File: src/rtl/sao_stat_buf.sv
// N-deep snapshot FIFO between the SAO statistics collector and the DCI stage.
// Optional macro SAO_STAT_BUF_FALLTHROUGH_EN: an empty buffer passes a push straight to rd_* in the same cycle.
module sao_stat_buf #(
  parameter int ctu_x_len        = 9,
  parameter int ctu_y_len        = 9,
  parameter int diff_clip_bit    = 4,
  parameter int n_category       = 4,
  parameter int n_category_bo    = 8,
  parameter int num_pix_CTU_log2 = 5,
  parameter int num_accu_len     = num_pix_CTU_log2*2-1,
  parameter int n_eo_type        = 4,
  parameter int DEPTH            = 2
) (
  input  logic                                                    clk_slow,
  input  logic                                                    arst_n,
  input  logic                                                    rst_n,
  input  logic                                                    wr_valid,
  output logic                                                    wr_ready,
  input  logic [1:0]                                              wr_cidx,
  input  logic [ctu_x_len-1:0]                                    wr_ctu_x,
  input  logic [ctu_y_len-1:0]                                    wr_ctu_y,
  input  logic                                                    wr_left_merge,
  input  logic                                                    wr_up_merge,
  input  logic [4:0]                                              wr_cand_bo,
  input  logic [n_eo_type-1:0][n_category-1:0][num_accu_len+diff_clip_bit:0] wr_sum_eo,
  input  logic [n_eo_type-1:0][n_category-1:0][num_accu_len:0]   wr_num_eo,
  input  logic [n_category_bo-1:0][num_accu_len+diff_clip_bit:0] wr_sum_bo,
  input  logic [n_category_bo-1:0][num_accu_len:0]               wr_num_bo,
  output logic                                                    rd_valid,
  input  logic                                                    rd_ready,
  output logic [1:0]                                              rd_cidx,
  output logic [ctu_x_len-1:0]                                    rd_ctu_x,
  output logic [ctu_y_len-1:0]                                    rd_ctu_y,
  output logic                                                    rd_left_merge,
  output logic                                                    rd_up_merge,
  output logic [4:0]                                              rd_cand_bo,
  output logic [n_eo_type-1:0][n_category-1:0][num_accu_len+diff_clip_bit:0] rd_sum_eo,
  output logic [n_eo_type-1:0][n_category-1:0][num_accu_len:0]   rd_num_eo,
  output logic [n_category_bo-1:0][num_accu_len+diff_clip_bit:0] rd_sum_bo,
  output logic [n_category_bo-1:0][num_accu_len:0]               rd_num_bo,
  output logic [$clog2(DEPTH):0]                                  level,
  output logic                                                    err_cidx
);
  localparam int SW = num_accu_len + diff_clip_bit + 1;
  localparam int NW = num_accu_len + 1;
  localparam int PW = $clog2(DEPTH);
  localparam int LW = PW + 1;

  // Sums are two's complement bit patterns; they are carried untouched.
  typedef struct packed {
    logic [1:0]                                    cidx;
    logic [ctu_x_len-1:0]                          x;
    logic [ctu_y_len-1:0]                          y;
    logic                                          lm;
    logic                                          um;
    logic [4:0]                                    bo;
    logic [n_eo_type-1:0][n_category-1:0][SW-1:0] seo;
    logic [n_eo_type-1:0][n_category-1:0][NW-1:0] neo;
    logic [n_category_bo-1:0][SW-1:0]             sbo;
    logic [n_category_bo-1:0][NW-1:0]             nbo;
  } ent_t;

  ent_t           mem [DEPTH];
  ent_t           wr_ent, head, rd_ent;
  logic [PW-1:0]  wr_ptr, rd_ptr;
  logic [LW-1:0]  level_q;
  logic           acc, push, pop;

  assign wr_ent = '{cidx: wr_cidx, x: wr_ctu_x, y: wr_ctu_y, lm: wr_left_merge,
                    um: wr_up_merge, bo: wr_cand_bo, seo: wr_sum_eo, neo: wr_num_eo,
                    sbo: wr_sum_bo, nbo: wr_num_bo};

  assign wr_ready = (level_q != LW'(DEPTH));
  assign acc      = wr_valid && wr_ready;
  assign push     = acc && (wr_cidx != 2'd3);

`ifdef SAO_STAT_BUF_FALLTHROUGH_EN
  logic bypass;
  assign bypass   = (level_q == '0) && push;
  assign rd_valid = (level_q != '0) || bypass;
  assign head     = bypass ? wr_ent : mem[rd_ptr];
`else
  assign rd_valid = (level_q != '0);
  assign head     = mem[rd_ptr];
`endif

  // A bypassed push that is popped at once still walks both pointers, so level stays 0.
  assign pop = rd_valid && rd_ready;

  always_ff @(posedge clk_slow or negedge arst_n) begin
    if (!arst_n) begin
      wr_ptr   <= '0;
      rd_ptr   <= '0;
      level_q  <= '0;
      err_cidx <= 1'b0;
    end else if (!rst_n) begin
      wr_ptr   <= '0;
      rd_ptr   <= '0;
      level_q  <= '0;
      err_cidx <= 1'b0;
    end else begin
      if (push) wr_ptr <= wr_ptr + 1'b1;
      if (pop)  rd_ptr <= rd_ptr + 1'b1;
      if (acc && wr_cidx == 2'd3) err_cidx <= 1'b1;
      case ({push, pop})
        2'b10:   level_q <= level_q + 1'b1;
        2'b01:   level_q <= level_q - 1'b1;
        default: level_q <= level_q;
      endcase
    end
  end

  always_ff @(posedge clk_slow) begin
    if (push) mem[wr_ptr] <= wr_ent;
  end

  assign rd_ent        = rd_valid ? head : '0;
  assign rd_cidx       = rd_ent.cidx;
  assign rd_ctu_x      = rd_ent.x;
  assign rd_ctu_y      = rd_ent.y;
  assign rd_left_merge = rd_ent.lm;
  assign rd_up_merge   = rd_ent.um;
  assign rd_cand_bo    = rd_ent.bo;
  assign rd_sum_eo     = rd_ent.seo;
  assign rd_num_eo     = rd_ent.neo;
  assign rd_sum_bo     = rd_ent.sbo;
  assign rd_num_bo     = rd_ent.nbo;
  assign level         = level_q;
endmodule

File: config.mk
export PLATFORM = sky130hd
export DESIGN_NAME = sao_stat_buf
export DESIGN_NICKNAME = d
export VERILOG_FILES = /design/src/rtl/sao_stat_buf.sv
export SDC_FILE = /design/constraint.sdc
export NUM_CORES = 1
export LEC_CHECK = 0
export CORE_AREA = 2 2 467 469
export DETAILED_ROUTE_END_ITERATION = 10
export DIE_AREA = 0 0 469 471
export HOLD_SLACK_MARGIN = 0.08
export MAX_ROUTING_LAYER = met4
export PLACE_DENSITY = 0.5
export SLEW_MARGIN = 10
export SYNTH_ARGS = -nofsm -noshare
export SYNTH_HDL_FRONTEND = slang
export SYNTH_SLANG_ARGS = --single-unit
File: constraint.sdc
create_clock -name clk_slow -period 37.7 [get_ports clk_slow]
set_input_delay 9.425 -clock clk_slow [delete_from_list [all_inputs] [get_ports clk_slow]]
set_output_delay 9.425 -clock clk_slow [all_outputs]
set_load 0.02 [all_outputs]
==> results of run 1 <==
[flip-flops by register name, summed over array words and instances, names as in the netlist]
signal	count
wr_ptr	1
rd_ptr	1
level	2
err_cidx	1
mem	1206
[cells by family (layout without fill, tap and decap cells)]
| family | Yosys count | in the layout | synth area share (%) |
|---|---|---|---|
| compound gates | 7 | 7 | 0.103 |
| simple gates | 616 | 616 | 5.06 |
| other cells | 0 | 54 | 0 |
| mux | 604 | 604 | 13.1 |
| flops | 1211 | 1211 | 79.0 |
| xor+xnor | 2 | 2 | 0.0381 |
| buf+inv | 137 | 1514 | 2.64 |
[metrics by stage]
| stage | hold slack [ns] | util, % |
|---|---|---|
| floorplan | 0.527 | - |
| CTS | 0.515 | 30.3 |
| global placement | 0.486 | 28.2 |
| finish | 0.514 | 30.4 |
| detailed placement | 0.506 | 28.2 |
| global route | 0.563 | 30.4 |
[worst max-delay path, stage by stage, from the launching register on]
cell and delay, ns:
dfrtp_4 0.99, buf_12 0.63, buf_12 0.50, buf_12 0.51, mux2i_1 0.19, nor2_1 0.46
clkdlybuf4s50_1 0.71
[where the power goes]
group | switching, mW | leakage, nW | internal [mW] | total, mW
combinational | 0.238 | 7.28 | 0.182 | 0.420
sequential | 0.0177 | 11.3 | 1.57 | 1.58
clock | 0.567 | 2.24 | 0.796 | 1.36
[placed cells by master, fill, tap and decap left out, types with 11 or more instances in the layout]
cell / n
bufinv_16: 11
diode_2: 54
clkinv_1: 30
clkbuf_1: 34
nor2_1: 605
clkinv_2: 16
clkbuf_16: 147
mux2i_1: 604
clkdlybuf4s50_1: 1215
buf_4: 31
edfxtp_1: 1206
[layout make-up]
cell class / instances / area, µm² / area share, %
clock buffers: 181 / 3810 / 5.79
flip-flops and latches: 1211 / 36300 / 55.3
inverters: 3 / 11.3 / 0.0171
repair buffers: 1252 / 12500 / 19.1
diodes: 54 / 135 / 0.206
clock inverters: 78 / 840 / 1.28
well taps: 2854 / 3570 / 5.44
multi-input cells: 1229 / 8460 / 12.9
[per-layer routing]
layer | GRT usage, % | vias up
met1 | 16.0 | 13601
met5 | - | -
li1 | - | 12261
met4 | 3.47 | 0
met2 | 24.2 | 1169
met3 | 7.09 | 241
[path summary, 6_finish.rpt]
kind / cells after the start / slack [ns] / startpoint / endpoint
max: 6 / 22.79 / rd_ptr / rd_sum_bo[43]
min: 2 / 0.51 / err_cidx / err_cidx
max reg2reg: 7 / 33.27 / level[0] / mem[1][157]
min reg2reg: 2 / 0.51 / err_cidx / err_cidx
max in group asynchronous: 1 / 28.58 / arst_n / rd_ptr
min in group asynchronous: 1 / 8.88 / arst_n / level[0]
==> impl_metrics.env, run 1 <==
export IMPL_status="complete, no violations"
export IMPL_wl_met2_um=80000
export IMPL_vias_per_cell=3.97
export IMPL_ctsResizeCount=0
export IMPL_worstHoldPathType="reg -> reg"
export IMPL_yosysWarningCount=0
export IMPL_finalClockSkew_ns=0.0364
export IMPL_top_layer="met4"
export IMPL_worstSetupPathType="reg -> out"
export IMPL_avgSynthCellArea_um2=17.8
export IMPL_syn_to_final_growth_pct=42.8
export IMPL_wire_per_inst_um=24.0
export IMPL_total_power_mw=3.37
export IMPL_end_kind="primary output"
export IMPL_fin_crit_ns=14.91
export IMPL_timing_slew_headroom_pct=18.5
export IMPL_tightest_slew_ns=1.22
export IMPL_dp_cells=6549
export IMPL_peakVddDrop_mv=0.0438
export IMPL_grt_pass1_vias=27841
export IMPL_worst_slack_ns=22.79
export IMPL_track_usage_pct=14.8
export IMPL_rsz0062_at_grt="no"
export IMPL_ctsHoldBuffers=0
export IMPL_drtAntennaViolNets=0
export IMPL_leakage_nw=20.8
export IMPL_synth_area_leader_cell="edfxtp_1"
export IMPL_drt_iter0_markers=1767
export IMPL_synth_commonest_cells="1206 x edfxtp_1, 608 x nor2_1, 604 x mux2i_1"
export IMPL_cts_made_buffers=144
export IMPL_insertion_delay_ns=0.78
export IMPL_dp_hpwl_um=121000
export IMPL_finalHoldViolations=0
export IMPL_die_x_um=469
export IMPL_tns_ns=0
export IMPL_core_mm2=0.216
export IMPL_antenna_found_initial=99
export IMPL_finalInstanceArea_mm2=0.0657
export IMPL_yosysUniqueCellTypes=21
export IMPL_fmax_mhz=67.1
export IMPL_synth_most_common_cell="edfxtp_1"
export IMPL_worst_setup_path_start_kind="flop"
export IMPL_die_h_um=471
export IMPL_synthTopCellsByArea="edfxtp_1 79%, mux2i_1 13%, nor2_1 5.0%"
export IMPL_drive_gt1_share_pct=5.97
export IMPL_boundaryPins=1216
export IMPL_finalMaxSlewViolations=0
export IMPL_synth_ff_latch_count=1211
export IMPL_syn_inst=2577
export IMPL_htreeDepth=4
export IMPL_cap_violations=0
export IMPL_grt_pass1_wl_um=221000
export IMPL_cts_sinks=1211
export IMPL_placed_cell_area_mm2=0.0609
export IMPL_cts_tree="built"
export IMPL_clk_path_buf_depth=3
export IMPL_initial_utilization_pct=21.3
export IMPL_io_buffers=1215
export IMPL_drt_met1_wl_um=63000
export IMPL_grt_overflow=0
export IMPL_gp_congestion=0.868
export IMPL_power_density_mw_per_mm2=51.3
export IMPL_path_clk_slew_ns=0.06
export IMPL_yosysSeqAreaShare_pct=79.0
export IMPL_min_period_over_period_pct=39.5
export IMPL_ys_flop_type="edfxtp_1"
export IMPL_grt_max_degree=158
export IMPL_drc=0
export IMPL_cp_data_required_time_ns=28.27
export IMPL_num_rows=171
export IMPL_cts_root_buf="clkbuf_16"
export IMPL_ys_async_sr_fraction_pct=0.413
export IMPL_arrival_ns=5.48
export IMPL_synth_top_area_share_pct=78.7
export IMPL_setup_viol=0
export IMPL_routed_via_count=27272
export IMPL_first_pass_iters=5
export IMPL_fillers=21469
export IMPL_pre_cts_ws_ns=23.69
export IMPL_fin_cells=6862
export IMPL_synth_edff_count=1206
export IMPL_crit_fanout=107
export IMPL_postCtsSetupBuffers=0
export IMPL_syn_area_mm2=0.0460
export IMPL_wl_met3_um=18300
export IMPL_die_area_mm2=0.221
export IMPL_synth_fp_nets=3185
export IMPL_routed_wl_um=165000
export IMPL_nNetsFinal=4449
Note: power is estimated with default switching activity, not from simulation.
==> run 2, diff against run 1 <==
clock period = 13.8 ns   (was 37.7 ns; I/O delays follow)
==> run 2 against run 1 <==
Compared with the run above:
- critical path depth shrank 1
- core utilization about the same
- sequential power grew to 2.7 times the previous value
- critical endpoint is now rd_sum_eo[58]
- largest power group unchanged
- worst setup slack got worse by 17 ns
==> impl_metrics.env, run 2 (synthesis results as in run 1) <==
export IMPL_cts_sinks=1211
export IMPL_end_kind="primary output"
export IMPL_reg2reg_from="level[0]"
export IMPL_dp_hpwl_um=119000
export IMPL_status="complete, no violations"
export IMPL_crit_family="buffers and inverters"
export IMPL_cts_root_buf="clkbuf_16"
export IMPL_die_h_um=471
export IMPL_insertion_delay_ns=0.81
export IMPL_leakage_nw=20.7
export IMPL_worstHoldPathCells=2
export IMPL_first_pass_iters=5
export IMPL_worstHoldPathType="reg -> reg"
export IMPL_min_period_over_period_pct=57.8
export IMPL_total_power_mw=9.22
export IMPL_arrival_ns=4.53
export IMPL_die_x_um=469
export IMPL_io_buffers=1215
export IMPL_largest_reg_flops=1206
export IMPL_ctsResizeCount=0
export IMPL_nNetsFinal=4440
export IMPL_top_register="mem"
export IMPL_fin_crit_ns=7.98
export IMPL_boundaryPins=1216
export IMPL_crit_chain="buf_12 -> buf_12 -> mux2i_1 -> nor2_1 -> clkdlybuf4s50_1"
export IMPL_drtAntennaViolNets=0
export IMPL_grt_pass1_vias=27613
export IMPL_fmax_mhz=125
export IMPL_cp_data_required_time_ns=10.35
export IMPL_cap_violations=0
export IMPL_die_area_mm2=0.221
export IMPL_finalClockSkew_ns=0.0422
export IMPL_grt_overflow=0
export IMPL_finalHoldViolations=0
export IMPL_min_to="err_cidx"
export IMPL_setup_viol=0
export IMPL_cts_tree="built"
export IMPL_track_usage_pct=14.5
export IMPL_grt_max_degree=160
export IMPL_min_from="err_cidx"
export IMPL_crit_fanout=110
export IMPL_vias_per_cell=3.97
export IMPL_drt_iter0_markers=1988
export IMPL_syn_to_final_growth_pct=42.6
export IMPL_peakVddDrop_mv=0.120
export IMPL_rsz0062_at_grt="no"
export IMPL_antenna_found_initial=89
export IMPL_critPathBufInv=3
export IMPL_layout_commonest_cell="clkdlybuf4s50_1"
export IMPL_slowest_delay_ns=0.68
export IMPL_ctsHoldBuffers=0
export IMPL_path_clk_slew_ns=0.06
export IMPL_wire_per_inst_um=23.9
export IMPL_worst_setup_path_start_kind="flop"
export IMPL_mostFrequentLayoutCells="1215 x clkdlybuf4s50_1, 1206 x edfxtp_1, 605 x nor2_1"
export IMPL_drc=0
export IMPL_slowest_stage="dfrtp_4"
export IMPL_worstSetupPathType="reg -> out"
export IMPL_routed_wl_um=164000
export IMPL_postCtsSetupBuffers=0
export IMPL_grt_pass1_wl_um=219000
export IMPL_core_mm2=0.216
export IMPL_cts_made_buffers=142
export IMPL_routed_via_count=27195
export IMPL_reg2regPathDepth=5
export IMPL_tns_ns=0
export IMPL_timing_slew_headroom_pct=22.6
export IMPL_finalMaxSlewViolations=0
export IMPL_num_rows=171
export IMPL_clk_path_buf_depth=3
export IMPL_drive_gt1_share_pct=5.50
export IMPL_power_density_mw_per_mm2=141
export IMPL_post_route_util_pct=30.4
export IMPL_initial_utilization_pct=21.3
export IMPL_tightest_slew_ns=1.16
export IMPL_regToRegSetupSlack_ns=9.73
export IMPL_htreeDepth=4
export IMPL_cpMostUsedCell="buf_12"
export IMPL_rr_endpoint="mem[0][567]"
export IMPL_gp_congestion=0.877
## run 2: how the worst max path moves through the flow
stage,startpoint,end,slack (ns),cells past startpoint
floorplan,wr_cidx[0],mem[0][0],-6.14,3
global placement,wr_valid,mem[0][572],6.09,5
detailed placement,wr_valid,mem[0][572],6.11,5
CTS,level[1],rd_sum_eo[4],5.84,5
global route,level[1],rd_sum_eo[4],5.62,5
finish,rd_ptr,rd_sum_eo[58],5.82,5
## run 2: worst register-to-register path, cell delays in order, from the launching register on
cell,delay (ns)
dfrtp_1,0.48
nand2b_1,0.43
nand3_1,0.31
nor2_4,0.57
buf_12,0.70
buf_4,1.16
## run 2: cell type report
class	instances	area, µm²
well taps	2854	3570
diodes	46	115
inverters	3	11.3
flip-flops and latches	1211	36300
clock inverters	75	878
repair buffers	1245	12500
clock buffers	182	3700
multi-input cells	1229	8460
fillers	21445	150000
## run 2: where the power goes
part | total [mW] | leakage (nW) | internal, mW | switching [mW]
Sequential | 4.32 | 11.3 | 4.28 | 0.0422
Combinational | 1.18 | 7.26 | 0.497 | 0.681
Clock | 3.72 | 2.19 | 2.16 | 1.56
## run 2: layer usage
metal | share of wire (%) | global-route usage [%]
met5 | 0 | -
met4 | 2.0 | 3.33
met3 | 11 | 6.19
met2 | 47 | 23.0
met1 | 40 | 17.0
## run 2: per-stage QoR
| step | worst slack, ns | hold slack, ns | std cells | area, µm² |
|---|---|---|---|---|
| after floorplan | -6.14 | 0.541 | 2577 | 46000 |
| after global placement | 6.09 | 0.490 | 6542 | 60900 |
| after detailed placement | 6.11 | 0.495 | 6542 | 60900 |
| after CTS | 5.84 | 0.512 | 6799 | 65500 |
| after global routing | 5.62 | 0.536 | 6837 | 65600 |
| final | 5.82 | 0.504 | 6845 | 65600 |
==> run 3, diff against run 2 <==
clock period = 7.5 ns   (was 13.8 ns; I/O delays follow)
==> run 3 against run 2 <==
Compared with the run above:
- design area grew 0.64%
- routed wire length grew 3.6%
- clock-buffer cell count shrank 6
- register-to-register slack lost 5.2 ns
- clock power grew 80%
- combinational power grew 86%
- sequential share of layout area shrank 0.35 points
- critical path type unchanged
- critical endpoint is now rd_num_eo[155]
- largest power group unchanged
==> impl_metrics.env, run 3 (synthesis results as in run 1) <==
export IMPL_tns_ns=0
export IMPL_finalHoldViolations=0
export IMPL_core_mm2=0.216
export IMPL_nNetsFinal=4479
export IMPL_die_area_mm2=0.221
export IMPL_die_x_um=469
export IMPL_clk_path_buf_depth=3
export IMPL_die_h_um=471
export IMPL_postCtsSetupBuffers=0
export IMPL_leakage_nw=20.9
export IMPL_drc=0
export IMPL_cts_root_buf="clkbuf_16"
export IMPL_grt_pass1_wl_um=226000
export IMPL_slowest_delay_ns=0.82
export IMPL_first_pass_iters=5
export IMPL_syn_to_final_growth_pct=43.5
export IMPL_top_register="mem"
export IMPL_boundaryPins=1216
export IMPL_dp_hpwl_um=125000
export IMPL_peakVddDrop_mv=0.240
export IMPL_fin_cells=6892
export IMPL_gp_congestion=0.885
export IMPL_tightest_slew_ns=0.943
export IMPL_regToRegSetupSlack_ns=4.56
export IMPL_setup_viol=0
export IMPL_grt_pass1_vias=28036
export IMPL_track_usage_pct=15.1
export IMPL_arrival_ns=3.69
export IMPL_path_clk_slew_ns=0.06
export IMPL_drtAntennaViolNets=0
export IMPL_drt_iter0_markers=1878
export IMPL_worstHoldPathCells=2
export IMPL_drive_gt1_share_pct=6.74
export IMPL_wire_per_inst_um=24.6
export IMPL_rr_endpoint="mem[0][144]"
export IMPL_insertion_delay_ns=0.79
export IMPL_end_kind="primary output"
export IMPL_cts_sinks=1211
export IMPL_cts_tree="built"
export IMPL_post_route_util_pct=30.5
export IMPL_largest_reg_flops=1206
export IMPL_grt_max_degree=104
export IMPL_mostFrequentLayoutCells="1215 x clkdlybuf4s50_1, 1206 x edfxtp_1, 605 x nor2_1"
export IMPL_power_density_mw_per_mm2=255
export IMPL_min_from="err_cidx"
export IMPL_cpMostUsedCell="buf_4"
export IMPL_num_rows=171
export IMPL_timing_hold_ws_ns=0.566
export IMPL_cp_data_required_time_ns=5.62
export IMPL_vias_per_cell=3.97
export IMPL_finalMaxSlewViolations=0
export IMPL_grt_overflow=0
export IMPL_finalClockSkew_ns=0.0319
export IMPL_status="complete, no violations"
export IMPL_antenna_found_initial=103
export IMPL_ctsHoldBuffers=0
export IMPL_worstSetupPathType="reg -> out"
export IMPL_crit_chain="buf_12 -> buf_4 -> buf_4 -> mux2i_1 -> nor2_1 -> clkdlybuf4s50_1"
export IMPL_io_buffers=1215
export IMPL_routed_wl_um=170000
export IMPL_min_to="err_cidx"
export IMPL_routed_via_count=27329
export IMPL_cts_made_buffers=142
export IMPL_layout_commonest_cell="clkdlybuf4s50_1"
export IMPL_crit_fanout=37
export IMPL_fmax_mhz=180
export IMPL_rsz0062_at_grt="no"
export IMPL_slowest_stage="dfrtp_4"
export IMPL_ctsResizeCount=0
export IMPL_initial_utilization_pct=21.3
export IMPL_cap_violations=0
export IMPL_total_power_mw=16.8
export IMPL_fin_crit_ns=5.56
export IMPL_dp_cells=6581
export IMPL_timing_slew_headroom_pct=37.0
export IMPL_htreeDepth=4
export IMPL_worst_setup_path_start_kind="flop"
export IMPL_reg2regPathDepth=5
export IMPL_reg2reg_from="level[0]"
export IMPL_worstHoldPathType="reg -> reg"
export IMPL_min_period_over_period_pct=74.2
[run 3: area by class of cell]
cell class	count	area, µm²
Antenna cell	61	153
Inverter	3	11.3
Multi-Input combinational cell	1229	8490
Clock buffer	176	3770
Sequential cell	1211	36300
Fill cell	21493	150000
Clock inverter	74	699
Timing Repair Buffer	1284	13000
Tap cell	2854	3570
[run 3: through the flow]
step / instance area [µm²] / worst slack [ns]
final: 66000 / 1.94
after global routing: 66000 / 1.71
after CTS: 65900 / 1.78
after detailed placement: 61400 / 2.62
after global placement: 61400 / 2.64
after floorplan: 46000 / -3.94
[run 3: power breakdown]
part	internal, mW	switching [mW]	leakage, nW	total (mW)
Sequential	7.87	0.0898	11.3	7.96
Clock	3.85	2.82	2.17	6.68
Combinational	0.946	1.25	7.51	2.19
[run 3: worst max path at each step]
stage	to	cells past startpoint	from	slack (ns)
floorplan	mem[0][0]	3	wr_cidx[0]	-3.94
global placement	mem[0][200]	6	wr_cidx[0]	2.64
detailed placement	mem[0][200]	6	wr_cidx[0]	2.62
CTS	rd_sum_eo[191]	6	rd_ptr	1.78
global route	rd_num_eo[155]	6	rd_ptr	1.71
finish	rd_num_eo[155]	6	rd_ptr	1.94
[run 3: layer usage]
layer	global-route usage [%]	vias up	wire length, µm
met5	-	-	0
met4	5.51	0	5690
met3	6.37	260	18800
met2	23.5	1210	78200
met1	17.4	13528	66800
li1	-	12331	-
[run 3: critical path: cells and delay by family, from the launching register on]
kind,cells,cell delay (ns)
and+or+nand+nor,1,0.07
DFF,1,0.82
buffers and inverters,4,1.64
muxes,1,0.22
